<file path="src/rtl/vx_barrier_ctrl_if.sv">
// Barrier request bundle between the warp-control decoder (master) and the
// barrier arbiter (slave). Carries at most one request per cycle; the
// wid/id/size fields are don't-care while bar_req_valid is low.
interface vx_barrier_ctrl_if #(
  parameter int NUM_WARPS    = 4,
  parameter int NUM_BARRIERS = 4
);
  localparam int NW_WIDTH = (NUM_WARPS > 1) ? $clog2(NUM_WARPS) : 1;
  localparam int NB_WIDTH = (NUM_BARRIERS > 1) ? $clog2(NUM_BARRIERS) : 1;

  logic                bar_req_valid;
  logic [NW_WIDTH-1:0] bar_req_wid;
  logic [NB_WIDTH-1:0] bar_req_id;
  logic [NW_WIDTH-1:0] bar_req_size_m1;

  modport master (
    output bar_req_valid,
    output bar_req_wid,
    output bar_req_id,
    output bar_req_size_m1
  );

  modport slave (
    input bar_req_valid,
    input bar_req_wid,
    input bar_req_id,
    input bar_req_size_m1
  );
endinterface

</file>
<file path="src/rtl/vx_barrier_ctrl.sv">
// Barrier arbiter for the warp scheduler.
// Tracks per-barrier arrival counts and waiting-warp masks, parks arriving
// warps through bar_stall_mask and releases the whole group (one-cycle
// release pulse) when the last expected warp arrives. Malformed requests are
// dropped and flagged in the sticky err_valid.
// Optional watchdog: define VX_BAR_TIMEOUT_EN to add per-barrier wait
// counters that raise the sticky timeout_valid/timeout_id after
// TIMEOUT_CYCLES cycles in WAITING. Without the macro both are tied to 0.
module vx_barrier_ctrl #(
  parameter int NUM_WARPS      = 4,
  parameter int NUM_BARRIERS   = 4,
  parameter int TIMEOUT_CYCLES = 4096,
  localparam int NW_WIDTH = (NUM_WARPS > 1) ? $clog2(NUM_WARPS) : 1,
  localparam int NB_WIDTH = (NUM_BARRIERS > 1) ? $clog2(NUM_BARRIERS) : 1
) (
  input  logic                             clk,
  input  logic                             reset,
  vx_barrier_ctrl_if.slave                 req_if,
  output logic [NUM_WARPS-1:0]             bar_stall_mask,
  output logic [NUM_BARRIERS*NW_WIDTH-1:0] barrier_ctrs,
  output logic                             release_valid,
  output logic [NB_WIDTH-1:0]              release_id,
  output logic [NUM_WARPS-1:0]             release_mask,
  output logic                             err_valid,
  output logic                             timeout_valid,
  output logic [NB_WIDTH-1:0]              timeout_id
);

  localparam logic [NW_WIDTH-1:0] CNT_ONE = NW_WIDTH'(1);

  if (TIMEOUT_CYCLES < 1) begin : g_cfg_chk
    $error("vx_barrier_ctrl: TIMEOUT_CYCLES must be at least 1");
  end

  // Per-barrier state: arrivals so far, parked warps, size latched on first arrival.
  logic [NW_WIDTH-1:0]  cnt_q  [NUM_BARRIERS];
  logic [NW_WIDTH-1:0]  cnt_d  [NUM_BARRIERS];
  logic [NUM_WARPS-1:0] mask_q [NUM_BARRIERS];
  logic [NUM_WARPS-1:0] mask_d [NUM_BARRIERS];
  logic [NW_WIDTH-1:0]  size_q [NUM_BARRIERS];
  logic [NW_WIDTH-1:0]  size_d [NUM_BARRIERS];

  // Registered outputs.
  logic [NUM_WARPS-1:0] stall_q, stall_d;
  logic                 rel_valid_q, rel_valid_d;
  logic [NB_WIDTH-1:0]  rel_id_q, rel_id_d;
  logic [NUM_WARPS-1:0] rel_mask_q, rel_mask_d;
  logic                 err_q, err_d;

  // Request decode.
  logic [NUM_WARPS-1:0] req_onehot;
  logic                 req_busy;
  logic                 req_dup;
  logic                 req_size_bad;
  logic                 req_err;
  logic                 req_last;

  // Classify the incoming request against the current barrier state.
  always_comb begin
    req_onehot                     = '0;
    req_onehot[req_if.bar_req_wid] = 1'b1;
    req_busy     = |(stall_q & req_onehot);
    req_dup      = |(mask_q[req_if.bar_req_id] & req_onehot);
    req_size_bad = (cnt_q[req_if.bar_req_id] != '0) &&
                   (req_if.bar_req_size_m1 != size_q[req_if.bar_req_id]);
    req_err      = req_busy | req_dup | req_size_bad;
    req_last     = (cnt_q[req_if.bar_req_id] == req_if.bar_req_size_m1);
  end

  // Next-state for counters, masks, release pulse, error flag and stall mask.
  always_comb begin
    cnt_d       = cnt_q;
    mask_d      = mask_q;
    size_d      = size_q;
    rel_valid_d = 1'b0;
    rel_id_d    = '0;
    rel_mask_d  = '0;
    err_d       = err_q;
    stall_d     = '0;

    if (req_if.bar_req_valid) begin
      if (req_err) begin
        // Malformed request: leave every barrier untouched.
        err_d = 1'b1;
      end else if (req_last) begin
        // Last arrival (also a size-1 barrier): release the whole group now.
        cnt_d[req_if.bar_req_id]  = '0;
        mask_d[req_if.bar_req_id] = '0;
        rel_valid_d = 1'b1;
        rel_id_d    = req_if.bar_req_id;
        rel_mask_d  = mask_q[req_if.bar_req_id] | req_onehot;
      end else begin
        cnt_d[req_if.bar_req_id]  = cnt_q[req_if.bar_req_id] + CNT_ONE;
        mask_d[req_if.bar_req_id] = mask_q[req_if.bar_req_id] | req_onehot;
        if (cnt_q[req_if.bar_req_id] == '0) begin
          size_d[req_if.bar_req_id] = req_if.bar_req_size_m1;
        end else begin
          size_d[req_if.bar_req_id] = size_q[req_if.bar_req_id];
        end
      end
    end else begin
      err_d = err_q;
    end

    for (int b = 0; b < NUM_BARRIERS; b++) begin
      stall_d = stall_d | mask_d[b];
    end
  end

  // State and output registers with synchronous reset.
  always_ff @(posedge clk) begin
    if (reset) begin
      for (int b = 0; b < NUM_BARRIERS; b++) begin
        cnt_q[b]  <= '0;
        mask_q[b] <= '0;
        size_q[b] <= '0;
      end
      stall_q     <= '0;
      rel_valid_q <= 1'b0;
      rel_id_q    <= '0;
      rel_mask_q  <= '0;
      err_q       <= 1'b0;
    end else begin
      cnt_q       <= cnt_d;
      mask_q      <= mask_d;
      size_q      <= size_d;
      stall_q     <= stall_d;
      rel_valid_q <= rel_valid_d;
      rel_id_q    <= rel_id_d;
      rel_mask_q  <= rel_mask_d;
      err_q       <= err_d;
    end
  end

  // Flatten the per-barrier counters onto the status bus.
  always_comb begin
    barrier_ctrs = '0;
    for (int b = 0; b < NUM_BARRIERS; b++) begin
      barrier_ctrs[b*NW_WIDTH +: NW_WIDTH] = cnt_q[b];
    end
  end

  assign bar_stall_mask = stall_q;
  assign release_valid  = rel_valid_q;
  assign release_id     = rel_id_q;
  assign release_mask   = rel_mask_q;
  assign err_valid      = err_q;

`ifdef VX_BAR_TIMEOUT_EN
  localparam int WD_WIDTH = $clog2(TIMEOUT_CYCLES + 1);
  localparam logic [WD_WIDTH-1:0] WD_LIMIT = WD_WIDTH'(TIMEOUT_CYCLES);
  localparam logic [WD_WIDTH-1:0] WD_ONE   = WD_WIDTH'(1);

  logic [WD_WIDTH-1:0] wd_q [NUM_BARRIERS];
  logic [WD_WIDTH-1:0] wd_d [NUM_BARRIERS];
  logic                to_valid_q, to_valid_d;
  logic [NB_WIDTH-1:0] to_id_q, to_id_d;
  logic                to_hit;

  // Watchdog: count cycles spent WAITING (saturating) and latch the first timeout.
  always_comb begin
    to_valid_d = to_valid_q;
    to_id_d    = to_id_q;
    to_hit     = 1'b0;
    for (int b = 0; b < NUM_BARRIERS; b++) begin
      if (cnt_d[b] == '0) begin
        wd_d[b] = '0;
      end else if (wd_q[b] == WD_LIMIT) begin
        wd_d[b] = wd_q[b];
      end else begin
        wd_d[b] = wd_q[b] + WD_ONE;
      end
      // Scan upward so the lowest-numbered barrier wins a simultaneous timeout.
      if (!to_valid_q && !to_hit && (wd_d[b] == WD_LIMIT)) begin
        to_hit  = 1'b1;
        to_id_d = NB_WIDTH'(b);
      end else begin
        to_hit = to_hit;
      end
    end
    if (to_hit) begin
      to_valid_d = 1'b1;
    end else begin
      to_valid_d = to_valid_q;
    end
  end

  // Watchdog registers with synchronous reset.
  always_ff @(posedge clk) begin
    if (reset) begin
      for (int b = 0; b < NUM_BARRIERS; b++) begin
        wd_q[b] <= '0;
      end
      to_valid_q <= 1'b0;
      to_id_q    <= '0;
    end else begin
      wd_q       <= wd_d;
      to_valid_q <= to_valid_d;
      to_id_q    <= to_id_d;
    end
  end

  assign timeout_valid = to_valid_q;
  assign timeout_id    = to_id_q;
`else
  assign timeout_valid = 1'b0;
  assign timeout_id    = '0;
`endif

endmodule

</file>
<file path="src/flat_wrapper.sv">
// flat-port wrapper written by rule: the top's interface ports become plain ports
module vx_barrier_ctrl_flat 
#(
  parameter int NUM_WARPS      = 4,
  parameter int NUM_BARRIERS   = 4,
  parameter int TIMEOUT_CYCLES = 4096,
  localparam int NW_WIDTH = (NUM_WARPS > 1) ? $clog2(NUM_WARPS) : 1,
  localparam int NB_WIDTH = (NUM_BARRIERS > 1) ? $clog2(NUM_BARRIERS) : 1
)
  (clk, reset, bar_stall_mask, barrier_ctrs, release_valid, release_id, release_mask, err_valid, timeout_valid, timeout_id, req_if_bar_req_valid, req_if_bar_req_wid, req_if_bar_req_id, req_if_bar_req_size_m1);
  vx_barrier_ctrl_if #(.NUM_WARPS(NUM_WARPS), .NUM_BARRIERS(NUM_BARRIERS)) req_if_i ();
  input  logic clk;
  input  logic reset;
  output logic [NUM_WARPS-1:0] bar_stall_mask;
  output logic [NUM_BARRIERS*NW_WIDTH-1:0] barrier_ctrs;
  output logic release_valid;
  output logic [NB_WIDTH-1:0] release_id;
  output logic [NUM_WARPS-1:0] release_mask;
  output logic err_valid;
  output logic timeout_valid;
  output logic [NB_WIDTH-1:0] timeout_id;
  input wire logic [$bits(req_if_i.bar_req_valid)-1:0] req_if_bar_req_valid;
  input wire logic [$bits(req_if_i.bar_req_wid)-1:0] req_if_bar_req_wid;
  input wire logic [$bits(req_if_i.bar_req_id)-1:0] req_if_bar_req_id;
  input wire logic [$bits(req_if_i.bar_req_size_m1)-1:0] req_if_bar_req_size_m1;
  assign req_if_i.bar_req_valid = req_if_bar_req_valid;
  assign req_if_i.bar_req_wid = req_if_bar_req_wid;
  assign req_if_i.bar_req_id = req_if_bar_req_id;
  assign req_if_i.bar_req_size_m1 = req_if_bar_req_size_m1;
  vx_barrier_ctrl #(.NUM_WARPS(NUM_WARPS), .NUM_BARRIERS(NUM_BARRIERS), .TIMEOUT_CYCLES(TIMEOUT_CYCLES)) u_core (.clk(clk), .reset(reset), .req_if(req_if_i), .bar_stall_mask(bar_stall_mask), .barrier_ctrs(barrier_ctrs), .release_valid(release_valid), .release_id(release_id), .release_mask(release_mask), .err_valid(err_valid), .timeout_valid(timeout_valid), .timeout_id(timeout_id));
endmodule
</file>
<file path="config.mk">
export PLATFORM = sky130hd
export DESIGN_NAME = vx_barrier_ctrl_flat
export DESIGN_NICKNAME = d
export VERILOG_FILES = /design/src/rtl/vx_barrier_ctrl_if.sv /design/src/rtl/vx_barrier_ctrl.sv /design/src/flat_wrapper.sv
export SDC_FILE = /design/constraint.sdc
export NUM_CORES = 1
export LEC_CHECK = 0
export CAP_MARGIN = 15
export CORE_MARGIN = 4
export CORE_UTILIZATION = 48
export DETAILED_ROUTE_END_ITERATION = 8
export PLACE_DENSITY = 0.85
export SLEW_MARGIN = 20
export SYNTH_ARGS = -nofsm -noshare
export SYNTH_HDL_FRONTEND = slang
export SYNTH_SLANG_ARGS = --single-unit
</file>
<file path="constraint.sdc">
create_clock -name clk -period 3.06 [get_ports clk]
set_clock_uncertainty 0.15 [all_clocks]
set_input_delay 0.459 -clock clk [delete_from_list [all_inputs] [get_ports clk]]
set_output_delay 0.459 -clock clk [all_outputs]
set_load 0.03 [all_outputs]
</file>
* Yosys cells after proc, flatten, opt, wreduce, memory -nomap -nowiden
Index checks and enable logic that the tools add are counted.
** Storage, ports and cells
- Flip-flop bits (word level) :: 44
- Input port bits :: 9
- Output and inout bits :: 23
** Cells by class
- Add/sub/neg operators :: 1
- $lt $le $gt $ge :: 4
- Equal/unequal tests :: 2
- Mux-type cells :: 25
- Bitwise operators :: 16
- Reduce and logical (&&, ||, !) cells :: 12
** Operator list (number)
- two-way mux 16 bit :: 3
- bitwise mux 8 bit :: 3
- AND 16 bit :: 1
- bitwise mux 16 bit :: 1
- two-way mux 8 bit :: 2
- inverter 16 bit :: 1
- bitwise OR 4 bit :: 4
- two-way mux 4 bit :: 3
- OR reduction 4 bit :: 3
- two-way mux 2 bit :: 5
- AND 4 bit :: 2
- AND 8 bit :: 1
- binary-select mux 2 bit (select 2 bit) :: 2
- binary-select mux 4 bit (select 2 bit) :: 1
- demux 4 bit (select 2 bit) :: 1
- inverter 8 bit :: 1
- demux 2 bit (select 2 bit) :: 1
- AND reduction 2 bit :: 2
- >= comparator 3 bit (second input constant) :: 1
- logical AND 1 bit :: 3
- < comparator 2 x 3 -> 1 bit (second input constant) :: 1
- < comparator 3 x 1 -> 1 bit (second input constant) :: 1
- inverter 1 bit :: 3
- inverter 2 -> 3 bit :: 1
- other kinds (11) :: 13

* Longest topological paths before layout
- Depth in word-level cells :: 13
- Gate-level depth with buffers :: 10
- Gate-level depth less buffers :: 9

* Worst setup path before layout
No wires, ideal clock.
- Kind :: input-to-reg
- From :: input port req_if_bar_req_id[0]
- To :: register u_core.stall_q[0], in the netlist u_core.bar_stall_mask[0]
- Data arrival time :: 2.706 ns
- Required time :: 2.773 ns
- Slack :: 0.067 ns
- Stages :: 10
- Buffers on the path :: 1
- Path through :: buf_6 > mux4_1 > inv_1 > ha_1 > nor2_1 > mux2i_1 > nand2_2 > nor3_4 > mux2i_1 > a41oi_1
** On the way
- Cells in the longest elaborated chain, start to end :: 13
- Elaborated cells between the ends (all ways) :: 33
- Those cells by class :: order compare: 2; eq/ne: 2; mux: 15; bitwise: 10; reduce/logical: 4
** RTL lines
- start: declaration :: line flat_wrapper.sv:24 : input wire logic [$bits(req_if_i.bar_req_id)-1:0] req_if_bar_req_id;
- inverter 2 -> 3 bit (not written as such) *
- >= comparator 3 bit (not written as such) (tied with other cells) :: line vx_barrier_ctrl.sv:88, vx_barrier_ctrl.sv:94
- logical AND 1 bit (not written as such) or two-way mux 4 bit (tied branches) :: line vx_barrier_ctrl.sv:88, vx_barrier_ctrl.sv:94, vx_barrier_ctrl.sv:63
- two-way mux 4 bit (on tied branches) :: line vx_barrier_ctrl.sv:88, vx_barrier_ctrl.sv:94, vx_barrier_ctrl.sv:63
- demux 4 bit (select 2 bit) or AND 4 bit (tied branches) :: line vx_barrier_ctrl.sv:88, vx_barrier_ctrl.sv:94, vx_barrier_ctrl.sv:63
- inverter 16 bit (no line) or OR reduction 4 bit (tied branches)
- AND 16 bit (no line) or bitwise OR 1 bit (tied branches)
- two-way mux 16 bit or bitwise OR 1 bit (tied branches) :: line vx_barrier_ctrl.sv:85, vx_barrier_ctrl.sv:66
- two-way mux 16 bit * :: line vx_barrier_ctrl.sv:82 : if (req_err) begin
- two-way mux 16 bit * :: line vx_barrier_ctrl.sv:81 : if (req_if.bar_req_valid) begin
- bitwise OR 4 bit (2 in series) :: line vx_barrier_ctrl.sv:106 : stall_d = stall_d | mask_d[b];
- bitwise OR 4 bit * :: line vx_barrier_ctrl.sv:106
- end signal: assignment :: line vx_barrier_ctrl.sv:127 : stall_q <= stall_d;
- end: declaration :: line vx_barrier_ctrl.sv:44 : logic [NUM_WARPS-1:0] stall_q, stall_d;
Mark *: on every way between the ends. The rest lies on a longest branch, timed or not. The select of a mux whose other input is x is not followed.
A chain may end at the register's enable or synchronous reset.

* Worst setup path after layout
- From :: input port req_if_bar_req_id[0]
- To :: register u_core.size_q[6] (netlist bit)
** On the way
- Cells in the longest elaborated chain, start to end :: 10
- Elaborated cells between the ends (all ways) :: 30
- Those cells by class :: order compare: 2; eq/ne: 2; mux: 14; bitwise: 6; reduce/logical: 6
** RTL lines
- inverter 2 -> 3 bit (not written as such) *
- binary-select mux 4 bit (select 2 bit) :: line vx_barrier_ctrl.sv:63 : req_dup = |(mask_q[req_if.bar_req_id] & req_onehot);
- two-way mux 4 bit (not written as such) (2 in series) :: line vx_barrier_ctrl.sv:63
- AND 4 bit :: line vx_barrier_ctrl.sv:63
- OR reduction 4 bit :: line vx_barrier_ctrl.sv:63
- bitwise OR 1 bit (2 in series) :: line vx_barrier_ctrl.sv:66 : req_err = req_busy | req_dup | req_size_bad;
- inverter 1 bit (no line)
- AND reduction 3 bit (no line)
- end signal: assignment :: line vx_barrier_ctrl.sv:126 : size_q <= size_d;
- end: declaration :: line vx_barrier_ctrl.sv:40 : logic [NW_WIDTH-1:0] size_q [NUM_BARRIERS];
Marks and branches as above.

==> results.toml <==
[status]
outcome = "completed"

[worst_setup_path]
path_cells = "clkbuf_2, mux4_1, inv_1, ha_2, nor2_1, mux2i_1, nand2_2, buf_4, nor4_1, buf_4, mux2i_1, nor2_1"
worstPathMaxFanout = 7
crit_path_end_kind = "flip-flop"
arrival_ps = 2920
slowest_stage = "mux4_1"
cp_slowest_stage_delay_ps = 570
path_class = "in2reg"
reg2reg_depth = 11
critPathLaunchType = "input port"
cp.required_ps = 3100

[cts]
clkSinkCount = 44
clk_pin_slew_worst_paths_ps = 80
clock_latency_ps = 300
h-tree-depth = 2
cts_inserted_buffers = 5
cts_tree = "yes"
ctsRootBufferMaster = "clkbuf_8"
clock_path_buffers = 2

[floorplan]
core_um2 = 4086
start_util_pct = 50.80
num_rows = 23
ioPinCount = 32
die_height_um = 73.76
fp.dieArea_um2 = 5441
die_w_um = 73.76

[pwr]
switchingPower_mw = 0.3340
p_per_area_nw_per_um2 = 443.3
clkPwrFrac_pct = 32.2
netSwitchingFraction_pct = 27.75
leakagePower_nw = 1.058
combPwrFrac_pct = 18.1
intPower_mw = 0.8695
max-vdd-ir-drop_v = 0.0003132
pwr-share-seq_pct = 49.7
p_total_mw = 1.204

[timing]
setup_violations = 0
tns_ps = 0
worst_pin_slew_ps = 573.4
finalHoldViolCount = 0
rsz0062_at_grt = "false"
holdWs_ps = 309.2
slew_headroom_pct = 61.77
min_period_over_period_pct = 94.06
fin_crit_ps = 2878
maxSlewViolCount = 0
max_freq_mhz = 347.5

[synthesis]
ys_ff_latch = 44
synth_xor_area_share_pct = 0.8439
synth-compound-area-share_pct = 5.304
yosysSeqAreaShare_pct = 42.44
synthCells = 202
yosys.area_share.adder_pct = 0.6028
synth.area.mux_share_pct = 27.73
synth.distinct_cells = 31
syn_avg_cell_area_um2 = 10.28
syn_area_um2 = 2076
yosys.area_share.simple_pct = 17.78
synth_top_family_by_area = "multiplexers"
yosys_warnings = 0

[grt]
grt_pass1_wl_mm = 8.107
grt-ovfl-total = 0
antenna_found_initial = 0
grt_usage_pct = 19.69
grt_pass1_vias = 1756
grt_max_degree = 30

[cells_and_area]
layout-drive-gt1-share_pct = 20.54
nNetsFinal = 267
nFillCells = 313
antenna_cells = 0
layout_common_cells = "49 x nor2_1, 44 x dfxtp_1, 35 x mux2i_1, 27 x buf_4, 26 x clkdlybuf4s50_1"
final_common_cell = "nor2_1"
stdcell_area_um2 = 2715
syn2layout_area_growth_pct = 30.80

[place]
postPlaceCellArea_um2 = 2592
dp_hpwl_mm = 3.490
gp_congestion = 0.8252
io_buffers = 28

[detailed_routing]
firstDrtPassIters = 4
wirelength_mm = 4.848
drtIter0Drc = 194
vias_per_cell = 5.516
num_vias = 1699
routedWlPerCell_um = 15.74
drtAntennaViolNets = 0
drcViolationCount = 0

[job]
cap_violations = 0

[hold_path]
whs_path_depth = 2
hp-class = "reg2reg"
## power groups by stage
stage	registers (mW)	logic [mW]	clock network (mW)
4_1_cts	0.598	0.212	0.393
3_3_place_gp	0.611	0.205	0
3_5_place_dp	0.611	0.209	0
2_1_floorplan	0.627	0.114	0
6_report	0.598	0.218	0.387
5_1_grt	0.600	0.233	0.422
## Yosys cell counts, drive strengths merged
cell type | instances | share of area [%]
o31ai | 1 | 0.60
o21ai | 1 | 0.24
nand3 | 6 | 1.4
o32ai | 1 | 0.78
dfxtp | 44 | 42
a211oi | 1 | 0.36
nor2 | 49 | 8.9
a21oi | 5 | 1.2
inv | 10 | 1.8
conb | 1 | 0.18
clkbuf | 4 | 0.72
nand2 | 2 | 0.48
nor3 | 9 | 4.6
a41oi | 3 | 1.3
mux2 | 2 | 1.1
o31a | 1 | 0.42
xor2 | 2 | 0.84
mux4 | 8 | 9.8
o2bb2ai | 1 | 0.42
buf | 7 | 2.6
nor2b | 4 | 1.2
ha | 1 | 0.60
mux2i | 35 | 17
nor4 | 4 | 1.2
## path summary, 6_finish.rpt
path,startpoint,end,slack [ps]
setup / recovery,req_if_bar_req_id[0],u_core.size_q[6]$_SDFFE_PP0P_,180
hold / removal,u_core.err_valid$_SDFFE_PP0P_,u_core.err_valid$_SDFFE_PP0P_,310
setup reg to reg,u_core.barrier_ctrs[2]$_SDFFE_PP0P_,u_core.size_q[6]$_SDFFE_PP0P_,210
hold reg to reg,u_core.err_valid$_SDFFE_PP0P_,u_core.err_valid$_SDFFE_PP0P_,310
## critical path: cells and delay by family
kind | cells | cell delay [ps]
mux | 3 | 990
fa+ha+maj | 1 | 240
simple gates | 4 | 580
buf+inv | 4 | 630
## cell type report
| cell class | instances | area (um^2) | share of cell area [%] |
|---|---|---|---|
| tap | 50 | 62.56 | 2.304 |
| sequential | 44 | 880.8 | 32.44 |
| clock buffer | 6 | 82.58 | 3.041 |
| timing repair buffer | 57 | 516.7 | 19.03 |
| multi-input combinational | 139 | 1121 | 41.29 |
| clock inverter | 2 | 13.76 | 0.5069 |
| inverter | 10 | 37.54 | 1.382 |
## registers in the layout, indices dropped and copies added, names as in the netlist
name / flops
u_core.mask_q: 16
u_core.barrier_ctrs: 8
u_core.size_q: 8
u_core.bar_stall_mask: 4
u_core.release_mask: 4
u_core.release_id: 2
u_core.err_valid: 1
u_core.release_valid: 1
## through the flow
step	cells	worst slack, ps	util (%)
2_1_floorplan	204	66.98	-
3_3_place_gp	299	-445.5	63.44
3_5_place_dp	299	-570.7	63.44
4_1_cts	308	8.517	65.98
5_1_grt	308	40.41	66.44
6_report	308	181.9	66.44
## cell families (layout without fill, tap and decap cells)
| group | count (synthesis) | count (layout) |
|---|---|---|
| AND/OR/NAND/NOR | 74 | 74 |
| multiplexers | 45 | 45 |
| flip-flops | 44 | 44 |
| buffers and inverters | 21 | 75 |
| AO/OA/AOI/OAI | 14 | 14 |
| XOR/XNOR | 2 | 2 |
| adder cells (fa/ha/maj) | 1 | 1 |
| other | 1 | 3 |
## layer usage
| layer | vias to the layer above | GRT usage [%] | share of wire, % |
|---|---|---|---|
| met1 | 805 | 24.04 | 42 |
| met3 | 14 | 4.514 | 6.0 |
| met5 | - | 0 | 0 |
| met4 | 0 | 10.66 | 2.8 |
| met2 | 65 | 31.89 | 49 |
| li1 | 815 | - | - |
## what timing repair did
item,in CTS,in global routing
buffers inserted,1,0
endpoints found under the setup margin,36,22
gates resized for setup,3,5
hold buffers,0,0
pin swaps,1,1
gates cloned,0,0
No activity file was read; power rests on OpenSTA's default activity.
